File: config.mk
export PLATFORM = sky130hd
export DESIGN_NAME = instr_fetch_unit
export DESIGN_NICKNAME = d
export VERILOG_FILES = /design/src/rtl/instr_fetch_unit.sv
export SDC_FILE = /design/constraint.sdc
export NUM_CORES = 1
export LEC_CHECK = 0
export BUFFER_PORTS_ARGS = -buffer_cell sky130_fd_sc_hd__buf_4
export CELL_PAD_IN_SITES_DETAIL_PLACEMENT = 2
export CELL_PAD_IN_SITES_GLOBAL_PLACEMENT = 2
export CORE_MARGIN = 2
export CORE_UTILIZATION = 26
export CTS_CLUSTER_SIZE = 25
export DETAILED_ROUTE_END_ITERATION = 8
export PLACE_DENSITY = 0.88
export SLEW_MARGIN = 20
export SYNTH_ARGS = -nofsm -noshare
export SYNTH_HDL_FRONTEND = slang
export SYNTH_SLANG_ARGS = --single-unit
File: constraint.sdc
create_clock -name clk -period 3.5 [get_ports clk]
set_clock_uncertainty 0.05 [all_clocks]
set_input_delay 0.175 -clock clk [delete_from_list [all_inputs] [get_ports clk]]
set_output_delay 0.175 -clock clk [all_outputs]
set_load 0.005 [all_outputs]
File: src/rtl/instr_fetch_unit.sv
// Instruction fetch stage: owns the PC, fetches over a req/ack handshake,
// holds the instruction until release, then selects sequential/branch/jump.
module instr_fetch_unit #(
    parameter logic [31:0] RESET_PC = 32'h0000_0000
) (
    input  logic        clk,
    input  logic        rst_n,
    output logic        imem_req,
    output logic [31:0] imem_addr,
    input  logic        imem_ack,
    input  logic [31:0] imem_rdata,
    input  logic        stall,
    input  logic        PCSrc,
    input  logic        j,
    input  logic [31:0] branch_offset,
    output logic [31:0] instr,
    output logic [5:0]  opcode,
    output logic [5:0]  funct,
    output logic [31:0] pc_plus4,
    output logic        instr_valid
);

    typedef enum logic [1:0] {IDLE, FETCH, HOLD} state_t;

    localparam logic [31:0] PC_INIT = {RESET_PC[31:2], 2'b00};

    state_t      state;
    logic [31:0] pc;
    logic [31:0] next_pc;

    assign imem_addr = pc;
    assign pc_plus4  = pc + 32'd4;
    assign opcode    = instr[31:26];
    assign funct     = instr[5:0];

    // Jump beats branch when both are asserted.
    always_comb begin
        next_pc = pc_plus4;
        if (j)
            next_pc = {pc_plus4[31:28], instr[25:0], 2'b00};
        else if (PCSrc)
            next_pc = pc_plus4 + (branch_offset << 2);
    end

    always_ff @(posedge clk or negedge rst_n) begin
        if (!rst_n) begin
            state       <= IDLE;
            pc          <= PC_INIT;
            instr       <= '0;
            imem_req    <= 1'b0;
            instr_valid <= 1'b0;
        end else begin
            case (state)
                IDLE: begin
                    state    <= FETCH;
                    imem_req <= 1'b1;
                end
                FETCH: begin
                    if (imem_ack) begin
                        instr       <= imem_rdata;
                        state       <= HOLD;
                        imem_req    <= 1'b0;
                        instr_valid <= 1'b1;
                    end
                end
                HOLD: begin
                    if (!stall) begin
                        pc          <= next_pc;
                        state       <= FETCH;
                        imem_req    <= 1'b1;
                        instr_valid <= 1'b0;
                    end
                end
                default: begin
                    state       <= IDLE;
                    imem_req    <= 1'b0;
                    instr_valid <= 1'b0;
                end
            endcase
        end
    end

endmodule

Word-level counts from Yosys, hierarchy flattened:

Cells that the tools add are included.

* add/subtract/negate cells: 2
* equal/unequal tests: 4
* mux-type cells: 11
* bitwise operators: 2
* reduce and logical (&&, ||, !) cells: 5

Operator list (count)
* two-way mux 32 bit: 2
* adder 32 x 3 -> 32 bit (second input constant): 1
* adder 32 bit: 1
* one-hot mux 1 bit (3 select lines): 2
* one-hot mux 2 bit (3 select lines): 1
* AND reduction 2 bit: 3
* two-way mux 1 bit: 4
* two-way mux 2 bit: 2
* inequality test 2 bit (second input constant): 2
* AND reduction 3 bit: 1
* == test 2 x 1 -> 1 bit (second input constant): 1
* == test 2 bit (second input constant): 1
* logical NOT 2 bit: 1
* inverter 1 bit: 2

* register bits: 68
* bits of input ports: 70
* output and inout bits: 110
* word-level logic and storage cells: 29

Depth between registers and ports, before layout:

* depth in word-level cells: 4
* gate-level depth with buffers: 17
* depth with buffers taken out: 17

Least setup slack after synthesis:

No wires, ideal clock.

* kind: reg2reg
* start: register pc[2] (netlist: imem_addr[2])
* end: register pc[31] (netlist: imem_addr[31])
* library setup time: 132 ps
* arrival: 3358 ps
* required time: 3318 ps
* setup slack: -40 ps
* cell stages (with the launch flop): 17
* buffers on the path: 0
* period minus slack after synthesis: 3540 ps
* cells stage by stage: dfrtp_1 ha_1 and2_1 nand4_2 or3_4 nor2_1 nand3_1 xnor2_1 ha_1 a21oi_1 inv_1 a21o_1 a21o_1 or4_1 o211ai_2 xnor2_1 o21ai_1

* cells in the longest elaborated chain, start to end: 4

Ends and longest elaborated chain
* start, declared: RTL line 28 `logic [31:0] pc;`
* start signal, assigned: RTL line 68 `pc <= next_pc;`
* adder 32 x 3 -> 32 bit: RTL line 32 `assign pc_plus4 = pc + 32'd4;`
* named net pc_plus4[26]: RTL line 19 `output logic [31:0] pc_plus4,`
* adder 32 bit: RTL line 42 `next_pc = pc_plus4 + (branch_offset << 2);`
* two-way mux 32 bit: RTL line 41 `else if (PCSrc)`
* two-way mux 32 bit: RTL line 39 `if (j)`

The timed path passes the listed nets, and every way through them passes these cells.
A chain may end at the register's enable or synchronous reset.

Worst setup path in the final report:

* start: register pc[2] (netlist: imem_addr[2])
* end: register pc[31] (netlist: imem_addr[31])

* cells in the longest elaborated chain, start to end: 4

Ends and longest elaborated chain (RTL line)
* adder 32 x 3 -> 32 bit *: 32
* adder 32 bit: 42
* two-way mux 32 bit: 41
* two-way mux 32 bit *: 39

Mark *: on every way between the ends. The rest lies on a longest branch, timed or not.

==> flow_summary.toml <==
[timing]
hold_violations = 0
finalCriticalPeriod_ps = 3950
fmax_mhz = 253
tns_ps = -4020
drv_slew = 0
fin_crit_sh_pct = 113
slew_headroom_pct = 32.2
setup_slack_ps = -445
setup_violations = 17
worstMarginPinSlew_ps = 1020
rsz0062_at_grt = "true"

[clock_network]
cts_tree = "built"
cts_buffer_depth = 2
clkLatencyLatePin_ps = 350
clock_sinks = 65
cts_buffers = 9
cts.clk_slew.worst_paths_ps = 60
clockRootBuffer = "clkbuf_16"
h-tree-depth = 3

[drt]
drc = 0
antenna_left = 0
vias = 6354
drt_iter0_drc = 373
first_pass_iters = 4
wirelength_um = 34100
viasPerCell = 5.53
wire_per_inst_um = 29.7

[yosys]
ys_types = 62
yosysWarningCount = 0
synth_cells = 578
synth_largest_area_cell = "dfrtp_1"
ys_ff_latch = 65
yosysMostFrequentCell = "dfrtp_1"
ys.flop_type = "dfrtp_1"
synth.top_cell.area_share_pct = 32.0
synth-edff-count = 0
synth_area_leaders = "dfrtp_1, ha_1, mux2_2"
synth_area_um2 = 5080
ys_seq_area_share_pct = 32.0
async_flop_share_pct = 100
synth_area_per_cell_um2 = 8.79
synth_commonest_cells = "dfrtp_1, nand2_1, a21oi_1"

[power]
p_per_area_nw_per_um2 = 1010
ir_drop_mv = 0.391
leakage_uw = 0.00414

[cells_and_area]
diodes = 0
final_util_pct = 46.1
final_nets = 985
syn_to_final_growth_pct = 75.5
layout-drive-gt1-share_pct = 57.9

[worst_setup_path]
critPathMaxFanout = 6
cp-start-kind = "flip-flop"
crit_chain = "ha_2 > and2_4 > nand4_4 > or3_4 > buf_4 > nor3_2 > xnor2_1 > ha_1 > nand3_1 > nor2b_1 > a311oi_2 > o211ai_2 > xnor2_1 > o21ai_1"
cp_slowest_cell = "or3_4"
end_kind = "flip-flop"
required_ps = 3630
crit_top_cell = "xnor2_1"
cp.arrival_ps = 4080
slowest_delay_ps = 450
worstSetupPathType = "flip-flop to flip-flop"

[die]
ios = 180
rows = 51
die_area_um2 = 20700
core_um2 = 19300
initial_core_util_pct = 26.3
die_y_um = 144
dieWidth_um = 144

[global_route]
grt_antenna_before_repair = 0
grt_max_degree = 66
gr-total-overflow = 0
grt_pass1_vias = 6736
grt_pass1_wl_um = 41300
grt_util_all_layers_pct = 26.9

[placement]
hpwl_um = 18500
port_buffers = 173
place.gp.congestion = 0.853

[min_path]
hold_path.class = "input pin to flip-flop"

[job]
cap_violations = 0

[run_status]
outcome = "finished with violations"
violations = "negative setup slack"
==> through the flow <==
step	cell area, um2	setup WS (ps)	total power [uW]	hold slack (ps)	std cells
global route	8920	-587	9320	15.4	1148
detailed placement	7270	-381	6180	321	1082
CTS	8030	-119	7570	3.78	1117
global placement	7270	-87.3	5870	300	1082
floorplan	5100	4.17	3650	-171	581
finish	8920	-445	8980	19.1	1148
==> sequential cells by signal, summed over array words and instances, names as in the netlist <==
signal and count:
instr 32, imem_addr 30, imem_req 1, instr_valid 1, state 1
==> cells in the final DEF, fill, tap and decap left out, types with 7 or more instances in the layout <==
cell and n:
nor2_1 30, nand3_1 14, nand2_1 56, mux2_2 32
xor2_1 12, xnor2_2 13, ha_4 9, a21o_1 15
o21ai_0 22, ha_1 21, nor2_4 7, buf_6 9
buf_4 309, xnor2_1 13, inv_1 9, clkbuf_16 9
dfrtp_1 64, o21ai_1 19, o21ai_2 10, a21oi_2 15
a21oi_1 28
==> layout make-up <==
class / instances / area [um2]
clock inverters: 3 / 15.0
clock buffers: 13 / 260
flip-flops and latches: 65 / 1630
inverters: 12 / 45.0
well taps: 265 / 332
fillers: 2055 / 10400
multi-input cells: 470 / 4200
repair buffers: 320 / 2440
==> logic make-up (layout without fill, tap and decap cells) <==
logic type | Yosys count | after routing | synth area share [%]
AO/OA/AOI/OAI | 164 | 164 | 20.7
XOR/XNOR | 50 | 50 | 8.62
adder cells (fa/ha/maj) | 37 | 37 | 9.26
buffers and inverters | 46 | 348 | 4.58
flip-flops | 65 | 65 | 32.0
multiplexers | 36 | 36 | 8.00
other | 1 | 4 | 0.0738
AND/OR/NAND/NOR | 179 | 179 | 16.8
==> final timing paths <==
path	from	to	slack [ps]	depth (start not counted)
max in group asynchronous	rst_n	imem_addr[10]	2180	2
worst max register to register	imem_addr[2]	imem_addr[31]	-450	14
worst max-delay path	imem_addr[2]	imem_addr[31]	-450	14
worst min-delay path	imem_rdata[13]	instr[13]	20	2
worst min register to register	instr_valid	instr_valid	490	2
min in group asynchronous	rst_n	imem_addr[29]	460	2
==> report_power, final <==
part | total, uW | switching, uW | internal [uW]
Combinational | 6440 | 3360 | 3070
Clock | 910 | 392 | 517
Sequential | 1640 | 519 | 1120
Total | 8980 | 4270 | 4710
==> worst max-delay path, delay by kind of cell (launching register included) <==
family	cells	cell delay (ps)
simple gates	6	1470
fa+ha+maj	2	630
compound gates	3	610
xor+xnor	2	450
flops	1	400
buf+inv	1	180
==> per-layer routing <==
layer	wire length (um)	global-route usage, %	vias to the layer above	share of wire (%)
li1	-	-	2658	-
met1	13300	31.3	3244	39
met2	17200	46.9	351	50
met3	2120	6.23	101	6.2
met4	1440	11.8	0	4.2
met5	0	0	-	0
==> repair_timing <==
| item | CTS | global route |
|---|---|---|
| pin swaps | 36 | 56 |
| gates cloned | 0 | 0 |
| endpoints found under the hold margin | 66 | 0 |
| setup buffers | 17 | 32 |
| endpoints found under the setup margin | 15 | 17 |
| resized for setup | 64 | 119 |
| hold buffers | 2 | 0 |
Power figures use the tool's default switching activity.
